File: config.mk
export PLATFORM = sky130hd
export DESIGN_NAME = mul_wb_tracker
export DESIGN_NICKNAME = d
export VERILOG_FILES = /design/src/rtl/mul_wb_tracker.sv
export SDC_FILE = /design/constraint.sdc
export NUM_CORES = 1
export LEC_CHECK = 0
export BUFFER_PORTS_ARGS = -buffer_cell sky130_fd_sc_hd__buf_2
export CAP_MARGIN = 20
export CELL_PAD_IN_SITES_DETAIL_PLACEMENT = 0
export CELL_PAD_IN_SITES_GLOBAL_PLACEMENT = 1
export CORE_ASPECT_RATIO = 0.9
export CORE_MARGIN = 3
export CORE_UTILIZATION = 34
export CTS_BUF_LIST = sky130_fd_sc_hd__clkbuf_16
export CTS_CLUSTER_DIAMETER = 120
export DETAILED_ROUTE_END_ITERATION = 8
export PLACE_DENSITY = 0.73
export RECOVER_POWER = 100
export SLEW_MARGIN = 20
export SYNTH_ARGS = -nofsm -noshare
export SYNTH_HDL_FRONTEND = slang
export SYNTH_SLANG_ARGS = --single-unit
File: constraint.sdc
create_clock -name clk_i -period 5 [get_ports clk_i]
set_input_delay 1.5 -clock clk_i [delete_from_list [all_inputs] [get_ports clk_i]]
set_output_delay 1.5 -clock clk_i [all_outputs]
set_load 0.02 [all_outputs]
File: src/rtl/mul_wb_tracker.sv
// mul_wb_tracker: tracks multiplier destination registers through the multiplier
// pipeline and queues products for register-file writeback. Rev 1.0. Optional: MUL_WB_TRACKER_FWD_EN.
`default_nettype none

module mul_wb_tracker #(
  parameter int LATENCY    = 2,
  parameter int FIFO_DEPTH = 2
) (
  input  logic        clk_i,
  input  logic        rst_i,
  input  logic        issue_valid_i,
  input  logic [31:0] issue_opcode_i,
  output logic        issue_ready_o,
  input  logic        flush_i,
  input  logic [31:0] mul_result_i,
  output logic        mul_advance_o,
  output logic        wb_valid_o,
  input  logic        wb_ready_i,
  output logic [4:0]  wb_rd_o,
  output logic [31:0] wb_value_o,
`ifdef MUL_WB_TRACKER_FWD_EN
  input  logic [4:0]  fwd_rd_i,
  output logic        fwd_hit_o,
  output logic        fwd_avail_o,
  output logic [31:0] fwd_value_o,
`endif
  output logic        busy_o
);

  localparam int PTR_W = (FIFO_DEPTH > 1) ? $clog2(FIFO_DEPTH) : 1;
  localparam int CNT_W = $clog2(FIFO_DEPTH + 1);

  logic [LATENCY-1:0] trk_valid, trk_valid_nxt;
  logic [4:0]         trk_rd     [LATENCY];
  logic [4:0]         trk_rd_nxt [LATENCY];
  logic [4:0]         fifo_rd    [FIFO_DEPTH];
  logic [31:0]        fifo_val   [FIFO_DEPTH];
  logic [PTR_W-1:0]   wr_ptr, rd_ptr;
  logic [CNT_W-1:0]   count, count_nxt;
  logic               busy_q;

  logic       is_mul, tail_valid, push_req, full, pop, push, advance;
  logic [4:0] issue_rd, tail_rd;
  logic       unused_opcode_bits;

  assign unused_opcode_bits = &{1'b0, issue_opcode_i[24:15], issue_opcode_i[13:12]};

  assign is_mul     = (issue_opcode_i[6:0] == 7'b0110011) &&
                      (issue_opcode_i[31:25] == 7'b0000001) && !issue_opcode_i[14];
  assign issue_rd   = issue_opcode_i[11:7];
  assign tail_valid = trk_valid[LATENCY-1];
  assign tail_rd    = trk_rd[LATENCY-1];
  assign push_req   = tail_valid && (tail_rd != 5'd0);
  assign full       = (count == CNT_W'(FIFO_DEPTH));
  assign wb_valid_o = (count != '0);
  assign pop        = wb_valid_o && wb_ready_i;
  // A pop frees a slot in the same cycle, so a full buffer only stalls without one.
  assign advance    = !(push_req && full && !pop);
  assign push       = push_req && advance;

  assign mul_advance_o = advance;
  assign issue_ready_o = advance;
  assign wb_rd_o       = fifo_rd[rd_ptr];
  assign wb_value_o    = fifo_val[rd_ptr];
  assign busy_o        = busy_q;

  always_comb begin
    trk_valid_nxt = trk_valid;
    trk_rd_nxt    = trk_rd;
    count_nxt     = count;
    if (advance) begin
      trk_valid_nxt[0] = issue_valid_i && is_mul;
      trk_rd_nxt[0]    = issue_rd;
      for (int i = 1; i < LATENCY; i++) begin
        trk_valid_nxt[i] = trk_valid[i-1];
        trk_rd_nxt[i]    = trk_rd[i-1];
      end
    end
    if (flush_i) begin
      trk_valid_nxt = '0;
    end
    case ({push, pop})
      2'b10:   count_nxt = count + CNT_W'(1);
      2'b01:   count_nxt = count - CNT_W'(1);
      default: count_nxt = count;
    endcase
  end

  always_ff @(posedge clk_i or posedge rst_i) begin
    if (rst_i) begin
      trk_valid <= '0;
      for (int i = 0; i < LATENCY; i++) begin
        trk_rd[i] <= '0;
      end
      for (int k = 0; k < FIFO_DEPTH; k++) begin
        fifo_rd[k]  <= '0;
        fifo_val[k] <= '0;
      end
      wr_ptr <= '0;
      rd_ptr <= '0;
      count  <= '0;
      busy_q <= 1'b0;
    end else begin
      trk_valid <= trk_valid_nxt;
      trk_rd    <= trk_rd_nxt;
      count     <= count_nxt;
      busy_q    <= (|trk_valid_nxt) || (count_nxt != '0);
      if (push) begin
        fifo_rd[wr_ptr]  <= tail_rd;
        fifo_val[wr_ptr] <= mul_result_i;
        wr_ptr           <= wr_ptr + PTR_W'(1);
      end
      if (pop) begin
        rd_ptr <= rd_ptr + PTR_W'(1);
      end
    end
  end

`ifdef MUL_WB_TRACKER_FWD_EN
  logic [PTR_W-1:0] fwd_idx;

  // Scan oldest to youngest so the last match seen is the youngest producer.
  always_comb begin
    fwd_hit_o   = 1'b0;
    fwd_avail_o = 1'b0;
    fwd_value_o = '0;
    fwd_idx     = '0;
    for (int k = 0; k < FIFO_DEPTH; k++) begin
      fwd_idx = rd_ptr + PTR_W'(k);
      if ((CNT_W'(k) < count) && (fifo_rd[fwd_idx] == fwd_rd_i)) begin
        fwd_hit_o   = 1'b1;
        fwd_avail_o = 1'b1;
        fwd_value_o = fifo_val[fwd_idx];
      end
    end
    for (int i = LATENCY - 1; i >= 0; i--) begin
      if (trk_valid[i] && (trk_rd[i] == fwd_rd_i)) begin
        fwd_hit_o   = 1'b1;
        fwd_avail_o = (i == LATENCY - 1);
        fwd_value_o = (i == LATENCY - 1) ? mul_result_i : 32'd0;
      end
    end
    if (fwd_rd_i == 5'd0) begin
      fwd_hit_o   = 1'b0;
      fwd_avail_o = 1'b0;
      fwd_value_o = '0;
    end
  end
`endif

endmodule

`default_nettype wire

==> results.md <==
- Mapped Cells: ~260
- Yosys reg bits: a little over 90
- Worst Setup End Kind: output port
- Internal cell power: 1.19 mW
- Ranking of synthesized cells by area: dfrtp_1 56%, mux2_2 27%, mux2_4 7.0%, buf_12 1.5%, nor4bb_1 0.98%
- # diodes: 0
- Clock Path Buffers: 2
- Drt drc: 0
- Starting density of the core: 0.353
- Power share of the combinational group: 0.103
- Busiest layer in global routing: met2
- Final #Nets: about 430
- Worst Max-Slew Pin Slew: 2.24 ns
- Tcrit/Tclk final: 0.833
- Post-synth top area cell: dfrtp_1
- Post-synth cell types: 31
- Final design utilization: 0.413
- Full die area: between 10000 and 15000 µm²
- Number of global-route vias before repair: around 2700
- Core area: 11600 µm²
- Met1 Use GR: 0.137
- Clk slew on worst S/H paths: roughly 0.06 ns
- Final Hold Viols: 0
- Headroom to the max-slew limit: -0.494
- Crit-path cells: clkbuf_1 -> nor4bb_1 -> o21ai_0 -> clkbuf_1 -> clkbuf_1
- First-pass GRT wire length: roughly 13000 µm
- Count of pins over their slew limit: approximately 200
- Commonest non-fill, non-tap cells in the layout: 100 x mux2_2, 91 x dfrtp_1, 56 x buf_2
- Crit-path max FO: 15
- Syn Area/Cell: about 16 µm²
- Grt met2 use: 0.221
- Cts bufs inserted: 9
- YS warnings: 0
- CP most frequent cell: clkbuf_1
- Lkg Pwr: about 2.4 nW
- Worst skew pair latency: ~0.33 ns
- Crit start category: primary input
- Switching power: approximately 0.42 mW
- DP Wirelength: 5230 µm
- RSZ-0062 raised after global routing: false
- Post-synth EDFFs: 0
- Area share of the largest cell type after synthesis: 0.555
- Ports: between 100 and 150
- Total gr overflow: 0
- CP delay by family, top: buffers and inverters
- Chip width: approximately 120 µm
- Commonest non-fill, non-tap cell in the layout: mux2_2
- Status: complete, but fails checks
- Largest net degree at the start of global routing: 43
- Detailed Route Iter0 Violations: 86
- Via count: approximately 2400
- Initial antenna violation count: 0
- Slowest stage delay, CP: roughly 0.59 ns
- Final min period: between 4 and 5 ns
- Final Routed Wirelength: ~7800 µm
- Root Driver: clkbuf_16
- CTS tree: done
- Hold Path Class: register to register
- Violated checks: max-capacitance violations, max-slew violations
- Setup bufs post-CTS: 0
- Switching share of power: 0.260
- Endpoints failing setup: 0
- IR drop worst, VDD: about 140 µV
- Async S/R FF share, synth: 1.00
- Drt wl/cell: about 15 µm
- Achievable frequency: between 0.2 and 0.25 GHz
- Clock power frac: 0.373
- Final GP Congestion: ~0.64
- Critical Path Slowest Stage Cell: clkbuf_1
- Layout cells sized above 1: 0.475
- Router iterations before antenna repair: 2
- Crit path buf inv count: 3
- Critical path class: primary input to output port
- CTS Hold Buffers Added: 0
- Grt met3 use: 0.0332
- H-tree depth: 3
- P per Cell Area: 335 nW/µm²
- GR Util All Layers: 0.122
- Port-buffer cells: 97
- Area delta synth->final: 17.0%
- Synthesized cell area: approximately 4100 µm²
- Number of routed nets with antenna violations: 0
- Die H: about 110 µm
- Critical path required time: between 3 and 4 ns
- Row count: 37
- Sequential Power Share: 0.523
- Via density: 4.71
- Post-synth top flop: dfrtp_1
- Post-synthesis sequential area ratio: 0.555
- Max Cap Violations: 5
- Syn_nets: between 300 and 400
- Clk_skew: approximately 0.0068 ns
- Design Power: between 1.5 and 2 mW
- CTS sink cnt: 91
- CP arrival: approximately 2.7 ns
- Post-cts gate resize count: 0
- Setup TNS: 0 ns
==> Yosys cell counts, types with 2 or more instances <==
cell and instances:
mux2_2 100, buf_6 3, buf_4 3, mux2_1 2, xor2_1 2, buf_1 2, xnor2_1 3, inv_1 3
nor2_1 3, dfrtp_1 91, mux2_4 19, clkbuf_1 2, nand2_1 2, buf_12 3, nor4bb_1 4
==> power groups by stage <==
| stage | Sequential [mW] | Clock, mW | Combinational [mW] |
|---|---|---|---|
| final | 0.841 | 0.600 | 0.166 |
| after global routing | 0.850 | 0.654 | 0.183 |
| after CTS | 0.847 | 0.625 | 0.171 |
| after detailed placement | 0.859 | 0 | 0.170 |
| after global placement | 0.859 | 0 | 0.166 |
| after floorplan | 0.791 | 0 | 0.166 |
==> cell type report <==
type	count	area, µm²
fillers	1144	6820
flip-flops and latches	91	2280
multi-input cells	151	1600
repair buffers	101	449
clock buffers	9	225
well taps	156	195
clock inverters	7	36.3
inverters	3	12.5
==> flip-flops by register name, summed over array words and instances (netlist names) <==
register	count
busy_o	1
count	2
wr_ptr	1
rd_ptr	1
trk_rd	5
fifo_rd	10
tail_rd	5
trk_valid	2
fifo_val	64
==> worst register-to-register path, delay by kind of cell (launching register included) <==
| family | cells | cell delay, ns |
|---|---|---|
| and+or+nand+nor | 1 | 0.59 |
| buffers and inverters | 1 | 1.62 |
| AOI/OAI and AO/OA | 1 | 0.19 |
| DFF | 1 | 0.42 |
| muxes | 1 | 0.48 |
==> final timing paths <==
kind,slack [ns],depth (start not counted),start,end
setup / recovery,0.84,5,wb_ready_i,mul_advance_o
hold / removal,0.49,1,fifo_val[20]$_DFFE_PP0P_,fifo_val[20]$_DFFE_PP0P_
setup reg to reg,1.59,4,tail_rd[1]$_DFFE_PP0N_,fifo_val[10]$_DFFE_PP0P_
hold reg to reg,0.49,1,fifo_val[20]$_DFFE_PP0P_,fifo_val[20]$_DFFE_PP0P_
max in group asynchronous,1.42,3,rst_i,fifo_val[7]$_DFFE_PP0P_
min in group asynchronous,1.16,2,rst_i,fifo_val[57]$_DFFE_PP0P_
==> stage by stage <==
step / hold slack, ns / std cells / setup WS, ns / instance area [µm²]
after floorplan: 0.459 / 258 / 1.14 / 4100
after global placement: 0.467 / 502 / 1.14 / 4680
after detailed placement: 0.479 / 502 / 1.17 / 4680
after CTS: 0.493 / 518 / 1.16 / 4940
after global routing: 0.509 / 518 / 0.663 / 4800
final: 0.488 / 518 / 0.836 / 4800
==> routing by layer <==
metal	vias up	wire, µm
met2	60	4110
met4	0	146
li1	1127	-
met1	1242	3160
met3	10	366
met5	-	0
==> kinds of logic after synthesis <==
logic type      Yosys count  synth area share
compound gates            6            0.0153
buf+inv                  16            0.0348
flops                    91             0.555
mux                     122             0.352
fa+ha+maj                 1           0.00305
xor+xnor                  5            0.0107
simple gates             17            0.0290
No activity file was read; power rests on OpenSTA's default activity.
